[src/rtl/vga_pkg.sv]
// Shared types and 1080p timing constants for the scan-out fetch scheduler.
package vga_pkg;

  typedef enum logic [2:0] {
    IDLE = 3'd0,
    VCMD = 3'd1,
    VDAT = 3'd2,
    HCMD = 3'd3,
    HDAT = 3'd4
  } state_e;

  localparam int H_VISIBLE_1080P  = 1920;
  localparam int V_VISIBLE_1080P  = 1080;
  localparam int V_TOTAL_1080P    = 1125;
  localparam int LINE_WORDS_1080P = 480;
  localparam int BURST_1080P      = 16;

endpackage

[src/rtl/vga_fetch_arbiter.sv]
// Scan-out memory scheduler: prefetches the next visible line into a ping-pong
// line buffer in bursts and lets the host use the command port only in the gaps.
module vga_fetch_arbiter
  import vga_pkg::*;
#(
  parameter int HW         = 12,
  parameter int H_VISIBLE  = H_VISIBLE_1080P,
  parameter int V_VISIBLE  = V_VISIBLE_1080P,
  parameter int V_TOTAL    = V_TOTAL_1080P,
  parameter int AW         = 24,
  parameter int DW         = 32,
  parameter int LINE_WORDS = LINE_WORDS_1080P,
  parameter int BURST      = BURST_1080P
) (
  input  logic          clk,
  input  logic          rst_n,
  input  logic [HW-1:0] hdata,
  input  logic [HW-1:0] vdata,
  output logic          cmd_valid,
  input  logic          cmd_ready,
  output logic          cmd_we,
  output logic [AW-1:0] cmd_addr,
  output logic [4:0]    cmd_len,
  output logic [DW-1:0] cmd_wdata,
  input  logic          rvalid,
  input  logic [DW-1:0] rdata,
  input  logic          host_req,
  input  logic          host_we,
  input  logic [AW-1:0] host_addr,
  input  logic [DW-1:0] host_wdata,
  output logic          host_ack,
  output logic [DW-1:0] host_rdata,
  output logic          lb_we,
  output logic          lb_bank,
  output logic [8:0]    lb_addr,
  output logic [DW-1:0] lb_wdata,
  output logic          overrun
);

  localparam int NBURST = LINE_WORDS / BURST;
  localparam int BIW    = (NBURST > 1) ? $clog2(NBURST) : 1;
  localparam int BTW    = (BURST > 1) ? $clog2(BURST) : 1;

  state_e         state_q, state_d;
  logic           pend_q, pend_d;
  logic           overrun_q, overrun_d;
  logic           host_ack_q, host_ack_d;
  logic [BIW-1:0] burst_q, burst_d;
  logic [BTW-1:0] beat_q, beat_d;
  logic [AW-1:0]  base_q, base_d;
  logic           bank_q, bank_d;
  logic [DW-1:0]  host_rdata_q, host_rdata_d;

  logic [HW-1:0]  next_line;
  logic           trig;
  logic           pend_clr;

  // Detect the start of horizontal blanking ahead of a visible line.
  always_comb begin
    next_line = (vdata == HW'(V_TOTAL - 1)) ? '0 : vdata + HW'(1);
    trig      = (hdata == HW'(H_VISIBLE)) && (next_line < HW'(V_VISIBLE));
  end

  // Next-state, command port and line buffer strobes.
  always_comb begin
    state_d      = state_q;
    burst_d      = burst_q;
    beat_d       = beat_q;
    host_ack_d   = 1'b0;
    host_rdata_d = host_rdata_q;
    pend_clr     = 1'b0;
    cmd_valid    = 1'b0;
    cmd_we       = 1'b0;
    cmd_addr     = base_q + AW'(int'(burst_q) * BURST);
    cmd_len      = 5'(BURST);
    cmd_wdata    = host_wdata;
    lb_we        = 1'b0;
    lb_addr      = 9'(int'(burst_q) * BURST + int'(beat_q));
    lb_wdata     = rdata;
    unique case (state_q)
      IDLE: begin
        // A pending line always wins; the ack guard stops a held request
        // from being reissued in the cycle its acknowledge is visible.
        if (pend_q)                       state_d = VCMD;
        else if (host_req && !host_ack_q) state_d = HCMD;
      end
      VCMD: begin
        cmd_valid = 1'b1;
        if (cmd_ready) begin
          beat_d  = '0;
          state_d = VDAT;
        end
      end
      VDAT: begin
        if (rvalid) begin
          lb_we  = 1'b1;
          beat_d = beat_q + BTW'(1);
          if (int'(beat_q) == BURST - 1) begin
            beat_d = '0;
            if (int'(burst_q) == NBURST - 1) begin
              burst_d  = '0;
              pend_clr = 1'b1;
              state_d  = IDLE;
            end else begin
              burst_d = burst_q + BIW'(1);
              state_d = VCMD;
            end
          end
        end
      end
      HCMD: begin
        cmd_valid = 1'b1;
        cmd_we    = host_we;
        cmd_addr  = host_addr;
        cmd_len   = 5'd1;
        if (cmd_ready) begin
          if (host_we) begin
            host_ack_d = 1'b1;
            state_d    = IDLE;
          end else begin
            state_d = HDAT;
          end
        end
      end
      HDAT: begin
        if (rvalid) begin
          host_rdata_d = rdata;
          host_ack_d   = 1'b1;
          state_d      = IDLE;
        end
      end
      default: state_d = IDLE;
    endcase
  end

  // Line request bookkeeping: latch a new line or flag a dropped trigger.
  always_comb begin
    pend_d    = pend_q & ~pend_clr;
    overrun_d = overrun_q;
    base_d    = base_q;
    bank_d    = bank_q;
    if (trig) begin
      if (pend_q) begin
        overrun_d = 1'b1;
      end else begin
        pend_d = 1'b1;
        base_d = AW'(next_line * LINE_WORDS);
        bank_d = next_line[0];
      end
    end
  end

  // Control state with synchronous active-low reset.
  always_ff @(posedge clk) begin
    if (!rst_n) begin
      state_q    <= IDLE;
      pend_q     <= 1'b0;
      overrun_q  <= 1'b0;
      host_ack_q <= 1'b0;
      burst_q    <= '0;
      beat_q     <= '0;
    end else begin
      state_q    <= state_d;
      pend_q     <= pend_d;
      overrun_q  <= overrun_d;
      host_ack_q <= host_ack_d;
      burst_q    <= (trig && !pend_q) ? '0 : burst_d;
      beat_q     <= beat_d;
    end
  end

  // Datapath registers; only meaningful once qualified by control state.
  always_ff @(posedge clk) begin
    base_q       <= base_d;
    bank_q       <= bank_d;
    host_rdata_q <= host_rdata_d;
  end

  assign host_ack   = host_ack_q;
  assign host_rdata = host_rdata_q;
  assign lb_bank    = bank_q;
  assign overrun    = overrun_q;

endmodule

[config.mk]
export PLATFORM = sky130hd
export DESIGN_NAME = vga_fetch_arbiter
export DESIGN_NICKNAME = d
export VERILOG_FILES = /design/src/rtl/vga_pkg.sv /design/src/rtl/vga_fetch_arbiter.sv
export SDC_FILE = /design/constraint.sdc
export NUM_CORES = 1
export LEC_CHECK = 0
export ABC_CLOCK_PERIOD_IN_PS = 4850
export CORE_UTILIZATION = 37
export DETAILED_ROUTE_END_ITERATION = 8
export GPL_ROUTABILITY_DRIVEN = 0
export HOLD_SLACK_MARGIN = 0.06
export PLACE_DENSITY = 0.77
export SLEW_MARGIN = 40
export SYNTH_ARGS = -nofsm -noshare
export SYNTH_HDL_FRONTEND = slang
export SYNTH_SLANG_ARGS = --single-unit
[constraint.sdc]
create_clock -name clk -period 4.85 [get_ports clk]
set_clock_uncertainty 0.15 [all_clocks]
set_input_delay 0.97 -clock clk [delete_from_list [all_inputs] [get_ports clk]]
set_output_delay 0.97 -clock clk [all_outputs]
set_load 0.005 [all_outputs]
==> results.cfg, run 1 <==
[synth]
yosys_warnings = 0
synth.ff_latch_count = 63
synth_area_leader_cell = edfxtp_1
synthDistinctLibCells = 60
synth-async-reset-ratio = 0
syn_inst = 534
synth-main-ff-cell = edfxtp_1
synth-edff-count = 48
yosysTopAreaCellShare = 0.2859
synth_seq_area_share = 0.3454
syn_area_um2 = 5042
avgSynthCellArea_um2 = 9.443
ys_top_cells_by_area = edfxtp_1 29%, buf_4 10%, ha_1 9.4%

[sta]
max_freq_ghz = 0.2153
finalSetupViolCount = 0
hold_violations = 0
period_share = 0.9575
post-route-min-period_ns = 4.644
slew_headroom = 0.5919
tightest_slew_ns = 0.6084
holdWs_ns = 0.3090
drv_slew = 0
fin_ws_ns = 0.2062

[worst_setup_path]
r2r_start = state_q[1]
critPathLaunch = vdata[10]
critPathLaunchType = primary input
crit_slowest_cell = fa_1
end_kind = register
cp_cell_sequence = clkdlybuf4s50_1, nor3b_1, nand3_2, nand2_2, inv_1, ha_1, xnor2_1, fa_1, inv_1, ha_1, o21ai_0, o21a_1, nor4_2, o31a_1, nor2_1, xnor2_1
required_ns = 4.77
critPathMaxFanout = 4
crit_path_max_incr_delay_ns = 0.51
worstPathArrival_ns = 4.56
path_buf_inv = 3
critical_path.top_delay_family = adder cells
critPathKind = in2reg

[detailed_routing]
dr_total_vias = 4379
post_drt_wl_per_cell_um = 14.40
drtIter0Drc = 199
routed_wl_um = 12950
drc_errors = 0
drtPass1Iterations = 4
drtAntennaViolNets = 0
viasPerCell = 4.871

[clocking]
cts_buffer_depth = 2
clk_latency_ns = 0.32
postCtsHoldBufs = 0
cts_buffers = 9
cts_root_buf = clkbuf_16
clkTransAtPathRegs_ns = 0.05
cts.sinks = 63
cts_tree = done
cts.htree.levels = 3

[die]
core_um2 = 13240
start_util = 0.3808
ios = 258
dieArea_um2 = 14100
fp-row-count = 42
die_h_um = 118.7
die_w_um = 118.7

[job]
drv_cap = 0

[pwr]
power.density_nw_per_um2 = 290.1
irDropWorstVdd_uv = 155.2
leakagePower_nw = 2.938
total_power_mw = 2.168

[final_layout]
fin_nets = 887
synthToLayoutAreaGrowth_pct = 48.24
layout.cells.non_filler = 899
fillers = 1125
layout-drive-gt1-share = 0.1438
antenna_cells = 0
post-route-util = 0.5644

[placed_design]
portBuffers = 190
dp_hpwl_um = 11040
place_ws_ns = -0.3602
place_inst = 882

[min_path]
min_from = overrun
hp-class = reg2reg

[global_route]
grt-ovfl-total = 0
grt_usage = 0.1819
antenna_found_initial = 0
grt_pass1_wl_um = 20260
grt_pass1_vias = 4373
grt_start_max_net_pins = 33

[status]
outcome = complete, no violations
what timing repair did:
| item | 4_1_cts | 5_1_grt |
|---|---|---|
| cloned | 0 | 0 |
| setup buffers | 0 | 1 |
| resized for setup | 1 | 19 |
| pin swaps | 0 | 5 |
| setup endpoints to repair | 1 | 6 |
stage by stage:
stage / TNS [ns] / area (um2)
2_1_floorplan: 0 / 5050
3_3_place_gp: -0.6586 / 7058
5_1_grt: -0.04184 / 7475
3_5_place_dp: -1.561 / 7058
6_report: 0 / 7475
4_1_cts: 0 / 7385
cells in the final DEF, fill, tap and decap left out, types with 6 or more instances in the layout:
cell             netlist  layout
xor2_1                14      14
nand2_1               47      46
a21oi_1               25      20
inv_1                 42      42
nor2b_1               11      11
clkdlybuf4s50_1        0     189
o21ai_0               27      26
dfxtp_1               15      15
edfxtp_1              48      48
ha_1                  38      35
nor2_1                37      35
fa_1                  13      12
clkbuf_16              0       9
xnor2_1               24      23
nor3_1                10       9
nand3_1               11      11
and3_1                11      11
buf_4                 68      57
nand4_1                6       6
o31ai_1                6       6
registers in the layout, summed over array words and instances, names as in the netlist:
| signal | cells |
|---|---|
| state_q | 3 |
| host_rdata | 32 |
| pend_q | 1 |
| beat_q | 4 |
| host_ack | 1 |
| base_q | 16 |
| overrun | 1 |
| burst_q | 5 |
tightest hold or removal path, cell delays in order, from the launching register on:
cell and delay, ns:
dfxtp_1 0.31, inv_1 0.05, a21oi_1 0.05
layout make-up:
type,instances,area (um2),area share
clock buffers,9,225.2,0.03013
flip-flops and latches,63,1742,0.2330
well taps,176,220.2,0.02946
repair buffers,247,2332,0.3120
inverters,44,165.2,0.02210
multi-input cells,353,2694,0.3604
clock inverters,7,96.34,0.01289
cells in the mapped netlist, types with 10 or more instances:
cell type and n:
xor2_1 14, a21oi_1 25, xnor2_1 24, nor2b_1 11
inv_1 42, fa_1 13, nor3_1 10, buf_4 68
nand2_1 47, nor2_1 37, ha_1 38, dfxtp_1 15
nand3_1 11, and3_1 11, o21ai_0 27, edfxtp_1 48
per-layer routing:
layer / vias up / routed length [um] / global-route usage
met1: 2039 / 4946 / 0.1830
met4: 0 / 208 / 0.06487
met3: 21 / 709 / 0.03958
li1: 2155 / - / -
met5: - / 0 / 0
met2: 164 / 7083 / 0.3604
kinds of logic after synthesis:
logic type,after synthesis,synth area share
AOI/OAI and AO/OA,94,0.1238
xor gates and xnor gates,39,0.06923
adders and majority gates,51,0.1459
buffers and inverters,120,0.1409
DFF,63,0.3454
muxes,4,0.007941
other,1,0.0007437
and+or+nand+nor,162,0.1660
power by group:
part | leakage, nW | switching [mW] | internal, mW | total (mW)
logic | 2.24 | 0.395 | 0.474 | 0.869
registers | 0.553 | 0.00979 | 0.618 | 0.627
clock network | 0.150 | 0.222 | 0.450 | 0.672
worst paths after layout:
path | cells past startpoint | slack (ns) | to
max reg2reg | 6 | 2.62 | burst_q[4]
min reg2reg | 2 | 0.31 | overrun
max | 16 | 0.21 | base_q[19]
min | 2 | 0.31 | overrun
No activity file was read; power rests on OpenSTA's default activity.
==> run 2, diff against run 1 <==
--- a/config.mk
+++ b/config.mk
@@ -6,6 +6,7 @@
 export NUM_CORES = 1
 export LEC_CHECK = 0
 export ABC_CLOCK_PERIOD_IN_PS = 4850
+export CORE_ASPECT_RATIO = 1.2
 export CORE_UTILIZATION = 37
 export DETAILED_ROUTE_END_ITERATION = 8
 export GPL_ROUTABILITY_DRIVEN = 0
==> run 2 against run 1 <==
Against the previous run: cell count decreased by 0.33%; combinational power is 0.8% lower; clock-buffer cell count did not move; worst hold slack better by 0.0072 ns; cell area grew 0.50%; non-clock buffer count grew 3; setup slack got worse by 0.022 ns; sequential cell count stayed put.
==> results.cfg, run 2 (synthesis gave the netlist of run 1 again) <==
[status]
outcome = complete, no violations

[die]
die_h_um = 129.9
die_w_um = 108.6
dieArea_um2 = 14100
fp-row-count = 46
start_util = 0.3809
core_um2 = 13240
ios = 258

[clocking]
postCtsHoldBufs = 0
clk_latency_ns = 0.33
cts_buffers = 9
clkTransAtPathRegs_ns = 0.06
cts_tree = done
cts_root_buf = clkbuf_16
cts.sinks = 63
cts_buffer_depth = 2
cts.htree.levels = 3

[global_route]
grt-ovfl-total = 0
grt_start_max_net_pins = 34
grt_usage = 0.1900
antenna_found_initial = 3
grt_pass1_wl_um = 20330
grt_pass1_vias = 4329

[sta]
slew_headroom = 0.5963
post-route-min-period_ns = 4.666
drv_slew = 0
hold_violations = 0
max_freq_ghz = 0.2143
period_share = 0.9620
finalSetupViolCount = 0
holdWs_ns = 0.3161
tightest_slew_ns = 0.6018

[pwr]
total_power_mw = 2.183
power.density_nw_per_um2 = 290.5
leakagePower_nw = 2.962
irDropWorstVdd_uv = 190.9

[detailed_routing]
routed_wl_um = 13570
post_drt_wl_per_cell_um = 15.15
drtIter0Drc = 195
drtPass1Iterations = 4
drtAntennaViolNets = 0
dr_total_vias = 4459
drc_errors = 0
viasPerCell = 4.977

[worst_setup_path]
crit_path_max_incr_delay_ns = 0.51
crit_slowest_cell = clkdlybuf4s50_1
worstPathArrival_ns = 4.59
required_ns = 4.78
cp_cell_sequence = clkdlybuf4s50_1, inv_1, ha_1, and4bb_2, and3_1, nor2_2, xnor2_1, ha_1, fa_1, fa_1, a211oi_2, o21a_1, nor4_2, o31a_1, nor2_1, xnor2_1
end_kind = register
r2r_start = state_q[1]
critPathKind = in2reg
critPathLaunchType = primary input
critPathLaunch = vdata[1]
critPathMaxFanout = 3

[final_layout]
fillers = 1120
layout_commonest_cell = clkdlybuf4s50_1
post-route-util = 0.5675
layout-drive-gt1-share = 0.1460
final_cell_mix = 189 x clkdlybuf4s50_1, 59 x buf_4, 48 x edfxtp_1, 46 x nand2_1, 42 x inv_1
largest_reg_flops = 32
layout.cells.non_filler = 896
synthToLayoutAreaGrowth_pct = 48.98
fin_nets = 890

[min_path]
hp-class = reg2reg
min_from = overrun

[placed_design]
portBuffers = 190
dp_hpwl_um = 11570
place_inst = 877

[job]
drv_cap = 0
[run 2: cell count changes in the layout (fill, tap and decap cells not counted), sizes merged]
cell,previous run,this run
diode,0,2
inv,44,46
clkinvlp,2,0
buf,57,60
[run 2: through the flow]
step           cell area, um2  worst slack (ns)  setup TNS, ns
2_1_floorplan            5050            0.2058              0
3_3_place_gp             7083           -0.1975        -0.6419
4_1_cts                  7417           0.02108              0
3_5_place_dp             7083           -0.3744         -1.715
5_1_grt                  7510          -0.02871       -0.03280
6_report                 7512            0.1841              0
[run 2: layer usage]
layer  global-route usage  vias up  wire (um)
met3              0.04945       44       1183
met5                    0        -         17
met1               0.1785     2045       4847
met2               0.3690      205       7003
met4               0.1025        2        521
li1                     -     2163          -
[run 2: what timing repair did]
action                     in CTS  in global routing
pin swaps                       0                  7
resized for setup               1                 17
buffers inserted                0                  1
setup endpoints to repair       1                  6
[run 2: final timing paths]
check / slack [ns] / end / cells past startpoint
hold reg to reg: 0.32 / overrun / 2
hold / removal: 0.32 / overrun / 2
setup reg to reg: 2.61 / burst_q[4] / 6
setup / recovery: 0.18 / base_q[19] / 16
[run 2: area by class of cell]
type / instances / area, um2 / area share
well taps: 168 / 210.2 / 0.02798
inverters: 44 / 165.2 / 0.02199
flip-flops and latches: 63 / 1742 / 0.2318
multi-input cells: 353 / 2694 / 0.3586
clock buffers: 9 / 225.2 / 0.02998
diodes: 2 / 5.005 / 0.0006662
repair buffers: 250 / 2367 / 0.3151
clock inverters: 7 / 103.9 / 0.01382
[run 2: power breakdown]
part,internal (mW),leakage [nW],switching (mW),total (mW)
clock network,0.456,0.161,0.238,0.694
registers,0.617,0.553,0.00971,0.627
logic,0.475,2.25,0.387,0.862
[run 2: worst max-delay path, delay by kind of cell]
| family | cells | cell delay (ns) |
|---|---|---|
| simple gates | 5 | 0.72 |
| xor+xnor | 2 | 0.26 |
| buf+inv | 2 | 0.56 |
| compound gates | 3 | 0.69 |
| fa+ha+maj | 4 | 1.39 |
==> run 3, diff against run 2 <==
--- a/config.mk
+++ b/config.mk
@@ -16,3 +16,4 @@
 export SYNTH_ARGS = -nofsm -noshare
 export SYNTH_HDL_FRONTEND = slang
 export SYNTH_SLANG_ARGS = --single-unit
+export TNS_END_PERCENT = 30
==> results of run 3 <==
The final DEF is identical to that of run 2; final timing and power are the same.
